### config.mk
export PLATFORM = sky130hd
export DESIGN_NAME = reg_file_sb
export DESIGN_NICKNAME = d
export VERILOG_FILES = /design/src/rtl/reg_file_sb.sv
export SDC_FILE = /design/constraint.sdc
export NUM_CORES = 2
export LEC_CHECK = 0
export CAP_MARGIN = 10
export CELL_PAD_IN_SITES_DETAIL_PLACEMENT = 1
export CELL_PAD_IN_SITES_GLOBAL_PLACEMENT = 1
export CORE_ASPECT_RATIO = 0.75
export CORE_MARGIN = 4
export CORE_UTILIZATION = 35
export DETAILED_ROUTE_END_ITERATION = 8
export PLACE_DENSITY_LB_ADDON = 0.3
export SLEW_MARGIN = 20
export SYNTH_ARGS = -nofsm -noshare
export SYNTH_HDL_FRONTEND = slang
export SYNTH_SLANG_ARGS = --single-unit
### constraint.sdc
create_clock -name clk -period 10.5 [get_ports clk]
set_input_delay 1.05 -clock clk [delete_from_list [all_inputs] [get_ports clk]]
set_output_delay 1.05 -clock clk [all_outputs]
set_load 0.05 [all_outputs]
### src/rtl/reg_file_sb.sv
// =============================================================================
// Module      : reg_file_sb
// Description : 2R/1W register file with per-register pending scoreboard and
//               registered pending count. Optional macro: REGFILE_BYPASS_EN.
// Revision    : 1.0 - initial release
// =============================================================================
`default_nettype none

module reg_file_sb #(
    parameter int XLEN     = 32,
    parameter int NREG     = 32,
    parameter int ZERO_REG = 1,
    localparam int AW      = $clog2(NREG)
) (
    input  logic            clk,
    input  logic            rst,
    input  logic [AW-1:0]   rd_addr1,
    input  logic [AW-1:0]   rd_addr2,
    output logic [XLEN-1:0] rd_data1,
    output logic [XLEN-1:0] rd_data2,
    output logic            busy1,
    output logic            busy2,
    input  logic            we,
    input  logic [AW-1:0]   wr_addr,
    input  logic [XLEN-1:0] wr_data,
    input  logic            issue_en,
    input  logic [AW-1:0]   issue_addr,
    input  logic            flush,
    output logic [AW:0]     pend_cnt
);

    logic [XLEN-1:0] mem_q [NREG];
    logic [XLEN-1:0] mem_d [NREG];
    logic [NREG-1:0] pend_q;
    logic [NREG-1:0] pend_d;
    logic [AW:0]     pend_cnt_q;
    logic [AW:0]     pend_cnt_d;
    logic            wr_valid;
    logic            issue_valid;

    function automatic logic addr_valid(input logic [AW-1:0] a);
        return (int'(a) < NREG) && !((ZERO_REG != 0) && (a == '0));
    endfunction

    assign wr_valid    = we && addr_valid(wr_addr);
    assign issue_valid = issue_en && addr_valid(issue_addr);

    // Write-clear first, then issue-set so a new producer wins; flush beats both.
    always_comb begin
        mem_d      = mem_q;
        pend_d     = pend_q;
        pend_cnt_d = '0;
        for (int i = 0; i < NREG; i++) begin
            if (wr_valid && (wr_addr == AW'(i))) begin
                mem_d[i]  = wr_data;
                pend_d[i] = 1'b0;
            end
            if (issue_valid && (issue_addr == AW'(i))) begin
                pend_d[i] = 1'b1;
            end
        end
        if (flush) begin
            pend_d = '0;
        end
        for (int i = 0; i < NREG; i++) begin
            pend_cnt_d = pend_cnt_d + (AW+1)'(pend_d[i]);
        end
    end

    always_ff @(posedge clk or negedge rst) begin
        if (!rst) begin
            for (int i = 0; i < NREG; i++) begin
                mem_q[i] <= '0;
            end
            pend_q     <= '0;
            pend_cnt_q <= '0;
        end else begin
            mem_q      <= mem_d;
            pend_q     <= pend_d;
            pend_cnt_q <= pend_cnt_d;
        end
    end

    assign pend_cnt = pend_cnt_q;

    always_comb begin
        rd_data1 = '0;
        rd_data2 = '0;
        busy1    = 1'b0;
        busy2    = 1'b0;
        for (int i = 0; i < NREG; i++) begin
            if (rd_addr1 == AW'(i)) begin
                rd_data1 = mem_q[i];
                busy1    = pend_q[i];
            end
            if (rd_addr2 == AW'(i)) begin
                rd_data2 = mem_q[i];
                busy2    = pend_q[i];
            end
        end
        if (!addr_valid(rd_addr1)) begin
            rd_data1 = '0;
            busy1    = 1'b0;
        end
        if (!addr_valid(rd_addr2)) begin
            rd_data2 = '0;
            busy2    = 1'b0;
        end
`ifdef REGFILE_BYPASS_EN
        if (wr_valid && (wr_addr == rd_addr1)) begin
            rd_data1 = wr_data;
            busy1    = issue_valid && (issue_addr == rd_addr1);
        end
        if (wr_valid && (wr_addr == rd_addr2)) begin
            rd_data2 = wr_data;
            busy2    = issue_valid && (issue_addr == rd_addr2);
        end
`else
`endif
        // Outputs are held at zero for the whole time reset is asserted.
        if (!rst) begin
            rd_data1 = '0;
            rd_data2 = '0;
            busy1    = 1'b0;
            busy2    = 1'b0;
        end
    end

endmodule

`default_nettype wire

== Yosys cells after proc, flatten, opt, wreduce, memory -nomap -nowiden ==
Cells that the tools add are included.

* Register bits: 1030
* Input bits: 57

* Add/subtract/negate cells: 31
* Equal/unequal tests: 124
* Muxes and demuxes: 197
* Reduce and logical (&&, ||, !) cells: 72

{| class="wikitable"
|+ Operators by type and width
! cell !! count
|-
| 32-bit two-way mux || 67
|-
| 5-bit equality test (second input constant) || 64
|-
| 5-bit by 4-bit equality test with 1-bit output (second input constant) || 32
|-
| 6-bit by 1-bit adder with 6-bit output || 26
|-
| 1-bit two-way mux || 130
|-
| 5-bit by 3-bit equality test with 1-bit output (second input constant) || 16
|-
| 1-bit logical AND || 66
|-
| 5-bit by 2-bit equality test with 1-bit output (second input constant) || 8
|-
| 5-bit by 1-bit equality test with 1-bit output (second input constant) || 4
|-
| 5-bit zero test || 4
|-
| 5-bit by 1-bit adder with 6-bit output || 1
|-
| 4-bit by 1-bit adder with 5-bit output || 1
|-
| 3-bit by 1-bit adder with 4-bit output || 1
|-
| 2-bit by 1-bit adder with 3-bit output || 1
|-
| 1-bit by 1-bit adder with 2-bit output || 1
|-
| 1-bit zero test || 2
|}

== Longest topological paths before layout ==
* Depth in word-level cells: 38
* Mapped depth: 24
* Gate-level depth less buffers: 22

== Worst setup path after synthesis ==
No wires, ideal clock.

* Path type: in2reg
* Start: input port wr_addr[2]
* End: register pend_cnt_q[4] (netlist: pend_cnt[4])
* Library setup time: 0.123 ns
* Arrival: 6.344 ns
* Required time: 10.377 ns
* Path slack: 4.034 ns
* Stages on the path: 24
* Buffers on the path: 2
* Cells stage by stage: nor3b_1 and2_0 clkbuf_1 nand3b_1 clkbuf_1 a22oi_1 nor2_1 fa_1 inv_1 fa_1 inv_1 fa_1 inv_1 fa_1 fa_1 fa_1 inv_1 ha_1 inv_1 fa_1 inv_1 a21o_1 a21oi_1 xnor2_1

* Elaborated cells on any way between the ends: 162
* Those cells by class: add/sub: 31; eq/ne: 31; mux: 65; reduce/logical: 35

{| class="wikitable"
|+ RTL lines
! element !! RTL line !! RTL
|-
| start, declared || 24 || <nowiki>input logic [AW-1:0] wr_addr,</nowiki>
|-
| 5-bit zero test || 42 || <nowiki>return (int'(a) < NREG) && !((ZERO_REG != 0) && (a == '0));</nowiki>
|-
| 1-bit zero test || 42 ||
|-
| 1-bit logical AND || 45 || <nowiki>assign wr_valid = we && addr_valid(wr_addr);</nowiki>
|-
| 1-bit logical AND * || 54 || <nowiki>if (wr_valid && (wr_addr == AW'(i))) begin</nowiki>
|-
| 1-bit two-way mux * || 54 ||
|-
| 1-bit two-way mux * || 58 || <nowiki>if (issue_valid && (issue_addr == AW'(i))) begin</nowiki>
|-
| 32-bit two-way mux * || 62 || <nowiki>if (flush) begin</nowiki>
|-
| net pend_d[17] || 35 || <nowiki>logic [NREG-1:0] pend_d;</nowiki>
|-
| 6-bit by 1-bit adder with 6-bit output * (15 in a row) || 66 || <nowiki>pend_cnt_d = pend_cnt_d + (AW+1)'(pend_d[i]);</nowiki>
|-
| net pend_cnt_d[4] || 37 || <nowiki>logic [AW:0] pend_cnt_d;</nowiki>
|-
| end signal, assigned || 80 || <nowiki>pend_cnt_q <= pend_cnt_d;</nowiki>
|-
| end, declared || 36 || <nowiki>logic [AW:0] pend_cnt_q;</nowiki>
|}

The timed path passes the listed nets; every way through them passes the cells marked *.
A chain may end at the register's enable or synchronous reset.

== Worst setup path in the final report ==
* Start: input port rd_addr1[2]
* End: output port rd_data1[4]

* Cells in the longest elaborated chain, start to end: 34
* Elaborated cells on any way between the ends: 65
* Those cells by class: eq/ne: 31; mux: 33; reduce/logical: 1

{| class="wikitable"
|+ RTL lines
! element !! RTL line !! RTL
|-
| start, declared || 17 || <nowiki>input logic [AW-1:0] rd_addr1,</nowiki>
|-
| 5-bit by 1-bit equality test with 1-bit output || 92 || <nowiki>if (rd_addr1 == AW'(i)) begin</nowiki>
|-
| 32-bit two-way mux (31 in a row) || 92 ||
|-
| 32-bit two-way mux * || 101 || <nowiki>if (!addr_valid(rd_addr1)) begin</nowiki>
|-
| 32-bit two-way mux * || 121 || <nowiki>if (!rst) begin</nowiki>
|-
| end, declared || 19 || <nowiki>output logic [XLEN-1:0] rd_data1,</nowiki>
|}

Every way passes the cells marked *; elsewhere a longest branch is shown, timed or not.

==> results.json <==
{
  "status": "complete, no violations",
  "initial_utilization_pct": 35.2,
  "hpwl_um": 239000,
  "slew_viol_final": 0,
  "startpoint_type": "primary input",
  "drcViolationCount": 0,
  "grt_usage_pct": 39.4,
  "ir_drop_v": 0.000153,
  "cap_violations": 0,
  "path_buf_inv": 3,
  "place_ws_ns": 2.31,
  "postCtsSetupBuffers": 0,
  "power_density_mw_per_mm2": 184,
  "crit_path_cell_trace": "buf_4, buf_4, nand3b_2, nor2_4, a211o_1, a2111oi_0, o21ai_0, nand3_1, a21oi_1, clkdlybuf4s50_1",
  "synth_top_flop_cell": "dfrtp_1",
  "cts_num_sinks": 1030,
  "finalCritPeriodShare_pct": 72.7,
  "tightest_slew_ns": 1.45,
  "num_rows": 129,
  "synth-seq-cells": 1030,
  "holdCritPathClass": "primary input to asynchronous set/reset pin",
  "via_per_inst": 7.26,
  "io_buffers": 128,
  "synthesis.area_sq_mm": 0.0580,
  "place.gp.congestion": 1.04,
  "synthArstFlopShare_pct": 100,
  "rsz0062_at_grt": "no",
  "end_kind": "primary output",
  "synth-warning-count": 0,
  "ys_types": 102,
  "max_freq_mhz": 131,
  "grt_pass1_wl_um": 477000,
  "worstPathArrival_ns": 6.58,
  "htreeDepth": 3,
  "regArea_sq_mm": 0.0258,
  "cts_root_buf": "clkbuf_16",
  "die_area_sq_mm": 0.172,
  "cts-hold-fix-buffers": 0,
  "multi_input_area_sq_mm": 0.0298,
  "post-route-min-period_ns": 7.63,
  "fp.dieW_um": 478,
  "slowest_stage": "nor2_4",
  "critPathMostFrequentCell": "buf_4",
  "wl_per_cell_um": 45.0,
  "p_leak_nw": 27.8,
  "syn_inst": 5492,
  "placed_cell_area_sq_mm": 0.0620,
  "drt_iter0_markers": 9761,
  "antenna_found_initial": 42,
  "crit_type": "primary input to primary output",
  "grt_pass1_vias": 55525,
  "synth_fp_nets": 5580,
  "final_cell_area_sq_mm": 0.0659,
  "nFillCells": 18002,
  "die_y_um": 360,
  "hold_viol": 0,
  "fin_ws_ns": 2.87,
  "first_pass_iters": 8,
  "post_cts_resized": 0,
  "setup_tns_ns": 0,
  "cts_tree": "done",
  "path_delay_family": "buffers and inverters",
  "clk_latency_ns": 0.79,
  "wl_um": 352000,
  "ant_nets": 0,
  "clk_pin_slew_ns": 0.07,
  "vias": 56788,
  "grt_max_degree": 140,
  "worst_ep_required_time_ns": 9.45,
  "ys_seq_area_share_pct": 44.5,
  "max-clock-path-buffers": 3,
  "syn2layout_area_growth_pct": 13.6,
  "grt_overflow_total": 0,
  "core_sq_mm": 0.165,
  "holdWs_ns": 0.175,
  "setup_viol": 0,
  "synth_edf_count": 0,
  "io_pins": 129,
  "syn-mean-instance-area_sq_um": 10.6,
  "final_nets": 5575,
  "finalPower_mw": 12.1,
  "layout-drive-gt1-share_pct": 29.7,
  "critical_path_peak_fanout": 47,
  "cts_buffers": 109,
  "fin_skew_ns": 0.0170,
  "slew_headroom_pct": 2.86,
  "slowest_delay_ns": 1.16
}
-- cell usage after synthesis (all sizes together) (40+ instances only) --
library cell / instances / area share (%)
a221oi: 93 / 1.4
dfrtp: 1030 / 44
a21o: 43 / 0.56
nor3: 83 / 0.78
o221ai: 52 / 0.79
inv: 64 / 0.41
a21oi: 345 / 3.0
mux2i: 80 / 1.4
nor2: 322 / 2.3
nand4: 44 / 0.47
a22o: 40 / 0.60
nand3: 90 / 0.80
o22ai: 96 / 1.0
mux2: 1026 / 20
a22oi: 297 / 3.8
clkbuf: 243 / 1.6
nand2: 344 / 2.2
o21ai: 341 / 3.0
buf: 284 / 2.8
-- registers in the layout, indices dropped and copies added, names as in the netlist --
register,cells
mem_q,992
pend_cnt,6
pend_q,32
-- path summary, 6_finish.rpt --
check,from,endpoint,slack (ns),depth (start not counted)
worst max register to register,pend_q[17]$_DFF_PN0_,pend_cnt[4]$_DFF_PN0_,5.28,19
worst max-delay path,rd_addr1[2],rd_data1[4],2.87,10
max in group asynchronous,rst,mem_q[185]$_DFFE_PN0P_,6.88,5
min in group clk,mem_q[850]$_DFFE_PN0P_,mem_q[850]$_DFFE_PN0P_,0.51,1
worst min register to register,mem_q[850]$_DFFE_PN0P_,mem_q[850]$_DFFE_PN0P_,0.51,1
worst min-delay path,rst,mem_q[451]$_DFFE_PN0P_,0.17,1
-- power breakdown --
| part | switching [mW] | internal, mW | total, mW | leakage [nW] |
|---|---|---|---|---|
| registers | 0.824 | 4.72 | 5.55 | 13.2 |
| logic | 1.34 | 0.945 | 2.28 | 12.8 |
| clock network | 1.84 | 2.42 | 4.27 | 1.84 |
-- placed cells by master, fill, tap and decap left out, types with 16 or more instances in the layout --
master           count
dfrtp_1           1030
a221o_1             20
clkbuf_16          112
nor2_1             265
fa_1                24
nor2_4              27
a222oi_1            27
a32oi_1             22
clkinv_2            21
o221ai_1            52
a31oi_1             29
nor2_2              29
diode_2             24
clkbuf_1            20
o2111ai_1           16
nor2b_1             26
o22ai_1             96
a22oi_1            297
o211ai_1            36
o21ai_0            328
nand3_1             80
mux2i_1             80
a211oi_1            31
and3_1              20
inv_1               60
a221oi_1            90
a21o_1              43
a22o_1              40
mux2_2            1026
clkbuf_8            17
nand4_1             44
a21oi_1            345
nand2b_1            25
clkdlybuf4s50_1    115
nor3_1              71
buf_4              279
nand2_1            333
-- logic make-up (layout without fill, tap and decap cells) --
family                     Yosys count  after routing  synth area share [%]
muxes                             1113           1113                  21.6
and+or+nand+nor                   1089           1089                  9.20
other                                0             24                     0
adders and majority gates           31             31                 0.980
AOI/OAI and AO/OA                 1634           1634                  19.0
buffers and inverters              592            674                  4.75
DFF                               1030           1030                  44.5
xor gates and xnor gates             3              3                0.0453
-- per-layer routing --
layer | wire [um] | vias up | global-route usage (%) | share of wire [%]
met3 | 51900 | 1586 | 16.5 | 15
met5 | 281 | - | 0.327 | 0.080
met1 | 132000 | 29320 | 50.9 | 38
li1 | - | 20662 | - | -
met4 | 31100 | 26 | 26.8 | 8.8
met2 | 137000 | 5194 | 53.2 | 39
-- per-stage QoR --
step	utilization [%]	std cells
after detailed placement	37.6	7603
after global routing	40.0	7804
after global placement	37.7	7603
after CTS	39.9	7801
final	40.0	7825
after floorplan	-	5492
-- cell type report --
type	count	area share, %
Multi-Input combinational cell	3870	45.3
Sequential cell	1030	39.1
Timing Repair Buffer	411	5.22
Clock buffer	147	4.68
Tap cell	2227	4.23
Clock inverter	51	1.04
Inverter	65	0.370
Antenna cell	24	0.0911
Power figures use the tool's default switching activity.
